### config.mk
export PLATFORM = sky130hd
export DESIGN_NAME = store_align_unit
export DESIGN_NICKNAME = d
export VERILOG_FILES = /design/src/rtl/store_align_unit.sv
export SDC_FILE = /design/constraint.sdc
export NUM_CORES = 1
export LEC_CHECK = 0
export ABC_AREA = 1
export ABC_CLOCK_PERIOD_IN_PS = 1930
export CORE_ASPECT_RATIO = 0.7
export CORE_MARGIN = 3
export CORE_UTILIZATION = 48
export DETAILED_ROUTE_END_ITERATION = 8
export PLACE_DENSITY_LB_ADDON = 0.1
export SLEW_MARGIN = 20
export SYNTH_ARGS = -nofsm -noshare
export SYNTH_HDL_FRONTEND = slang
export SYNTH_SLANG_ARGS = --single-unit
### constraint.sdc
create_clock -name clk -period 1.93 [get_ports clk]
set_input_delay 0.386 -clock clk [delete_from_list [all_inputs] [get_ports clk]]
set_output_delay 0.386 -clock clk [all_outputs]
set_load 0.05 [all_outputs]
### src/rtl/store_align_unit.sv
// store_align_unit
//
// Store-path alignment unit. It accepts a RISC-V store (SB/SH/SW) from the core
// and computes the word address, the byte enables and the lane-aligned write data.
// It drives a request/acknowledge write port on data memory and holds each beat
// until memory acknowledges it.
//
// Optional feature: define STORE_SPLIT_MISALIGNED_EN to accept misaligned SH/SW at
// any offset. A store that crosses a word boundary is then issued as two word writes.
// In the default build, misaligned SH/SW are rejected with st_err.
//
// Ports:
//   clk, reset         rising-edge clock, synchronous active-high reset
//   st_valid/st_ready  core store handshake (ready only while idle)
//   st_type            funct3[1:0]: 00 SB, 01 SH, 10 SW, 11 illegal
//   st_addr, st_wdata  byte address and rs2 value
//   mem_req/mem_ack    memory write handshake, request held until ack
//   mem_addr           word-aligned address of the current beat
//   mem_be, mem_wdata  byte enables and lane-aligned data (0 when idle)
//   st_done, st_err    one-cycle completion pulse, err qualifies rejection

module store_align_unit (
    input  logic        clk,
    input  logic        reset,
    input  logic        st_valid,
    output logic        st_ready,
    input  logic [1:0]  st_type,
    input  logic [31:0] st_addr,
    input  logic [31:0] st_wdata,
    output logic        mem_req,
    input  logic        mem_ack,
    output logic [31:0] mem_addr,
    output logic [3:0]  mem_be,
    output logic [31:0] mem_wdata,
    output logic        st_done,
    output logic        st_err
);

    typedef enum logic [1:0] {StIdle, StBeat0, StBeat1, StDone} state_e;

    state_e      state_q, state_d;
    logic [29:0] word_q, word_d;
    logic [3:0]  be0_q, be0_d;
    logic [31:0] wd0_q, wd0_d;
    logic        err_q, err_d;

    logic [1:0]  off;
    logic [3:0]  base_mask;
    logic [31:0] size_data;
    logic [3:0]  lane_be0;
    logic [31:0] lane_wd0;
    logic        illegal;

`ifdef STORE_SPLIT_MISALIGNED_EN
    logic [3:0]  be1_q, be1_d;
    logic [31:0] wd1_q, wd1_d;
    logic [3:0]  lane_be1;
    logic [31:0] lane_wd1;
    logic [7:0]  mask8;
    logic [63:0] data64;
`endif

    // Decode of the incoming store; only consumed on the accept edge.
    always_comb begin
        off       = st_addr[1:0];
        base_mask = 4'b0000;
        size_data = 32'h0;
        case (st_type)
            2'b00: begin
                base_mask = 4'b0001;
                size_data = {24'h0, st_wdata[7:0]};
            end
            2'b01: begin
                base_mask = 4'b0011;
                size_data = {16'h0, st_wdata[15:0]};
            end
            2'b10: begin
                base_mask = 4'b1111;
                size_data = st_wdata;
            end
            default: begin
                base_mask = 4'b0000;
                size_data = 32'h0;
            end
        endcase

`ifdef STORE_SPLIT_MISALIGNED_EN
        mask8    = {4'b0000, base_mask} << off;
        data64   = {32'h0, size_data} << {off, 3'b000};
        lane_be0 = mask8[3:0];
        lane_be1 = mask8[7:4];
        lane_wd0 = data64[31:0];
        lane_wd1 = data64[63:32];
        illegal  = (st_type == 2'b11);
`else
        // Legal stores never cross a word here, so a 4-bit shift loses nothing.
        lane_be0 = base_mask << off;
        lane_wd0 = size_data << {off, 3'b000};
        illegal  = (st_type == 2'b11) ||
                   ((st_type == 2'b01) && off[0]) ||
                   ((st_type == 2'b10) && (off != 2'b00));
`endif
    end

    always_comb begin
        state_d = state_q;
        word_d  = word_q;
        be0_d   = be0_q;
        wd0_d   = wd0_q;
        err_d   = err_q;
`ifdef STORE_SPLIT_MISALIGNED_EN
        be1_d   = be1_q;
        wd1_d   = wd1_q;
`endif
        case (state_q)
            StIdle: begin
                if (st_valid) begin
                    word_d  = st_addr[31:2];
                    be0_d   = lane_be0;
                    wd0_d   = lane_wd0;
                    err_d   = illegal;
`ifdef STORE_SPLIT_MISALIGNED_EN
                    be1_d   = lane_be1;
                    wd1_d   = lane_wd1;
`endif
                    state_d = illegal ? StDone : StBeat0;
                end
            end
            StBeat0: begin
                if (mem_ack) begin
`ifdef STORE_SPLIT_MISALIGNED_EN
                    state_d = (be1_q != 4'b0000) ? StBeat1 : StDone;
`else
                    state_d = StDone;
`endif
                end
            end
            StBeat1: begin
`ifdef STORE_SPLIT_MISALIGNED_EN
                if (mem_ack) begin
                    state_d = StDone;
                end
`else
                state_d = StIdle;
`endif
            end
            StDone: begin
                state_d = StIdle;
            end
            default: begin
                state_d = StIdle;
            end
        endcase
    end

    always_ff @(posedge clk) begin
        if (reset) begin
            state_q <= StIdle;
            word_q  <= 30'h0;
            be0_q   <= 4'h0;
            wd0_q   <= 32'h0;
            err_q   <= 1'b0;
`ifdef STORE_SPLIT_MISALIGNED_EN
            be1_q   <= 4'h0;
            wd1_q   <= 32'h0;
`endif
        end else begin
            state_q <= state_d;
            word_q  <= word_d;
            be0_q   <= be0_d;
            wd0_q   <= wd0_d;
            err_q   <= err_d;
`ifdef STORE_SPLIT_MISALIGNED_EN
            be1_q   <= be1_d;
            wd1_q   <= wd1_d;
`endif
        end
    end

    // Outputs are decoded from registered state only; memory fields are zero off-beat.
    always_comb begin
        st_ready  = (state_q == StIdle);
        mem_req   = 1'b0;
        mem_addr  = 32'h0;
        mem_be    = 4'h0;
        mem_wdata = 32'h0;
        st_done   = 1'b0;
        st_err    = 1'b0;
        case (state_q)
            StBeat0: begin
                mem_req   = 1'b1;
                mem_addr  = {word_q, 2'b00};
                mem_be    = be0_q;
                mem_wdata = wd0_q;
            end
`ifdef STORE_SPLIT_MISALIGNED_EN
            StBeat1: begin
                mem_req   = 1'b1;
                // 30-bit increment wraps 0xFFFFFFFC to 0x00000000.
                mem_addr  = {word_q + 30'd1, 2'b00};
                mem_be    = be1_q;
                mem_wdata = wd1_q;
            end
`endif
            StDone: begin
                st_done = 1'b1;
                st_err  = err_q;
            end
            default: begin
                mem_req = 1'b0;
            end
        endcase
    end

endmodule
# Yosys cells after proc, flatten, opt, wreduce, memory -nomap -nowiden
# Index checks and enable logic that the tools add are counted.
word_totals:
  inputBits: 70
  wordCells: 37
  out_inout_bits: 72
  regBits: 69
op_classes:
  muxes: 12
  eq_ne: 8
  n_reduce_logical: 10
  shift: 2
ops:
  columns: ["cell", "count"]
  rows:
  - ["32-bit case mux with 3 select lines", 1]
  - ["32-bit 2-to-1 mux", 2]
  - ["32-bit by 5-bit << shifter with 32-bit output", 1]
  - ["4-bit case mux with 3 select lines", 1]
  - ["2-bit == test, second input constant", 4]
  - ["2-bit 2-to-1 mux", 3]
  - ["2-bit case mux with 3 select lines", 1]
  - ["2-bit by 1-bit == test with 1-bit output, second input constant", 2]
  - ["2-bit zero test", 2]
  - ["4-bit 2-to-1 mux", 1]
  - ["2-bit != test, second input constant", 2]
  - ["2-bit AND reduction", 2]
  - ["4-bit by 2-bit << shifter with 4-bit output", 1]
  - ["1-bit 2-to-1 mux", 3]
  - ["1-bit logical AND", 2]
  - ["1-bit logical OR", 2]
  - ["2-bit nonzero test", 1]
  - ["2-bit OR reduction", 1]

# Longest topological paths before layout
depth:
  ltp_word: 7
  mapped_depth: 10
  ltp_nobuf: 10

# Worst setup path before layout
# No wires, ideal clock.
synth_path:
  kind: "reg2out"
  startpoint: "reg state_q[0]"
  endpoint: "out mem_addr[22]"
  arrival_time_ns: 1.549
  stages_incl_launch_ff: 5
  required_time_ns: 1.544
  n_path_buf: 2
  setup_slack_ns: -0.005
  cell_sequence: "dfxtp_1 -> nand2_1 -> buf_2 -> buf_2 -> nor2_1"
synth_between:
  elab_chain_cells: 2
synth_rtl:
  columns: ["item", "line", "text"]
  rows:
  - ["start: declaration", "41", "state_e state_q, state_d;"]
  - ["start signal: assignment", "158", "state_q <= StIdle;"]
  - ["start signal: assignment", "168", "state_q <= state_d;"]
  - ["2-bit by 1-bit == test with 1-bit output", "189", "case (state_q)"]
  - ["32-bit 2-to-1 mux", "189", null]
  - ["end: declaration", "32", "output logic [31:0] mem_addr,"]
# Every way passes these cells.

# Worst setup path in the final report
layout_path:
  startpoint: "reg state_q[0]"
  endpoint: "out mem_wdata[10]"
layout_between:
  elab_chain_cells: 2
layout_rtl:
  columns: ["item", "line", "text"]
  rows:
  - ["2-bit by 1-bit == test with 1-bit output", "189", null]
  - ["32-bit 2-to-1 mux", "189", null]
  - ["end: declaration", "34", "output logic [31:0] mem_wdata,"]
# Every way passes these cells.

==> impl_metrics.toml <==
[outcome]
status = "completed"

[timing]
setup_viol = 0
fin_worst_skew_ps = 5.66
finalCritPeriodShare = 0.946
fmax_ghz = 0.548
rsz0062_at_grt = "false"
tns_ps = 0
fin_ws_ps = 104
slew_violations = 0
hold_viol = 0
fin_crit_ps = 1830

[drt]
wirelength_microns = 13100
post-route-drc-count = 0
via_per_inst = 5.29
wire_per_inst_microns = 15.8
vias = 4404
drt_iter0_markers = 480
first_pass_iters = 5
postRouteAntennaNets = 0

[worst_setup_path]
arrival_ps = 1440
max_stage_delay_ps = 400
cp_common_cell = "buf_12"
required_ps = 1540
critPathCaptureType = "output port"
critPathMaxFanout = 40
cp.depth = 4
slowest_stage = "dfxtp_2"
start_kind = "register"
rr_worst_depth = 8
cp_num_buf_inv = 2
critPathTopFamily = "flip-flops"
path_cells = "nand2_2, buf_12, nor2_1, buf_12"
path_class = "register to output port"

[place]
placedCellCount = 819
post-dp-hpwl_microns = 9590
port_buffers = 139
place_congestion = 0.998
postPlaceCellArea_sq_um = 6060
place_ws_ps = -240

[die]
die_w_microns = 112
dieArea_sq_um = 9010
start_util = 0.506
row_count = 26
coreArea_sq_um = 7480
ioPinCount = 142
die_y_microns = 80.3

[job]
maxCapViolations = 0

[clock_tree]
path_clk_slew_ps = 60
clock-sinks = 69
hold_buffers = 0
clk_latency_ps = 340
cts_tree = "built"
clk_path_buf_depth = 2
cts_setup_buffers = 0
clockRootBuffer = "clkbuf_16"
cts_max_level = 3
numCtsBuffers = 9

[synth]
synth-edff-count = 0
yosysWarnings = 0
netlist.top_cell.by_area = "dfxtp_1"
syn_inst = 583
synth.yosys.seq_area_share = 0.365
postSynth.asyncResetShare = 0
ys_ff_latch = 69
netlist_area_sq_um = 3790
synthTopCellsByArea = "dfxtp_1 36%, nand2_1 10%, a21oi_1 9.6%"
syn_avg_cell_area_sq_um = 6.50
yosysTopAreaCellShare = 0.365
synth_ff_type = "dfxtp_1"
ys_types = 32

[power]
p_clk_frac = 0.349
switching_power_uw = 1370
p_leak_uw = 0.00262
power_frac_comb = 0.287
seqPwrFrac = 0.364
swShare = 0.315
peakVddDrop_uv = 615
p_int_uw = 2980
p_per_area_nw_per_um2 = 685

[grt]
grt_overflow_total = 0
grt_pass1_wl_microns = 21000
antenna_found_initial = 0
grt_max_degree = 41
first_global_vias = 4271
grt.total_usage = 0.295

[finish]
stdcell_count = 833
syn_to_final_growth_pct = 67.7
num-fill-cells = 467
utilization = 0.849
n_antenna_cell = 0
drive_gt1_frac = 0.193
finish.net_count = 807
multi_input_area_sq_um = 1820
regArea_sq_um = 1380
design_area_sq_um = 6350

[worst_hold_path]
holdPathStages = 2
hold_class = "register to register"
cell families after synthesis:
group	synth area share
other	0.000990
AO/OA/AOI/OAI	0.183
flip-flops	0.365
adder cells (fa/ha/maj)	0.0165
AND/OR/NAND/NOR	0.276
buffers and inverters	0.159
through the flow:
step / power (uW) / hold slack, ps
after detailed placement: 2820 / 445
after CTS: 4330 / 453
after global placement: 2790 / 436
final: 4350 / 454
after floorplan: 2280 / 430
after global routing: 4530 / 479
flip-flops by register name, summed over array words and instances, names as in the netlist:
signal	flops
state_q	2
be0_q	4
err_q	1
wd0_q	32
word_q	30
placed cells by master, fill, tap and decap left out, types with 2 or more instances in the layout:
cell type | netlist | final
nand2_1 | 102 | 101
nor2_1 | 96 | 93
inv_1 | 91 | 91
a21oi_1 | 73 | 73
buf_12 | 0 | 72
clkdlybuf4s50_1 | 0 | 69
dfxtp_1 | 69 | 68
o21ai_0 | 47 | 47
buf_4 | 8 | 32
nand3_1 | 18 | 18
nand4_1 | 10 | 10
clkbuf_16 | 0 | 9
nor2_2 | 5 | 8
o21ai_1 | 5 | 5
ha_1 | 5 | 5
inv_2 | 4 | 4
o211ai_1 | 4 | 4
nand2_4 | 2 | 3
nor2_8 | 2 | 2
and3_1 | 2 | 2
conb_1 | 1 | 2
clkbuf_8 | 0 | 2
clkinv_2 | 0 | 2
worst min-delay path: stages (launching register included):
cell	delay, ps
dfxtp_1	290
inv_1	60
a21oi_1	60
timing repair:
item | 4_1_cts | 5_1_grt
resized for setup | 5 | 2
pin swaps | 0 | 0
endpoints found under the setup margin | 27 | 3
endpoints found under the hold margin | 0 | 0
routing by layer:
metal,share of wire,routed length [microns],track usage,vias to the layer above
li1,-,-,-,2103
met2,0.46,6050,0.472,232
met5,0,0,0,-
met4,0.014,189,0.0744,0
met3,0.11,1490,0.0971,23
met1,0.41,5420,0.386,2046
final timing paths:
path	start	to	slack, ps
setup / recovery	state_q[0]	mem_wdata[10]	100
hold / removal	word_q[25]	word_q[25]	450
setup reg to reg	state_q[1]	wd0_q[30]	460
hold reg to reg	word_q[25]	word_q[25]	450
cell usage after synthesis, types with 5 or more instances:
cell type and instances:
o21ai_1 5, inv_1 91, nor2_2 5, nand3_1 18
nor2_1 96, buf_4 8, ha_1 5, a21oi_1 73
buf_6 7, nand4_1 10, clkbuf_1 11, buf_2 10
dfxtp_1 69, o21ai_0 47, nand2_1 102
final cells by class:
class	count	area share
Timing Repair Buffer	174	0.376
Multi-Input combinational cell	381	0.287
Clock inverter	2	0.00158
Sequential cell	69	0.218
Tap cell	98	0.0193
Clock buffer	12	0.0404
Inverter	97	0.0577
power groups by stage:
stage / sequential, uW / clock (uW) / combinational [uW]
global route: 1590 / 1600 / 1340
global placement: 1600 / 0 / 1190
floorplan: 1590 / 0 / 688
detailed placement: 1610 / 0 / 1220
CTS: 1580 / 1520 / 1240
finish: 1580 / 1520 / 1250
Power figures use the tool's default switching activity.
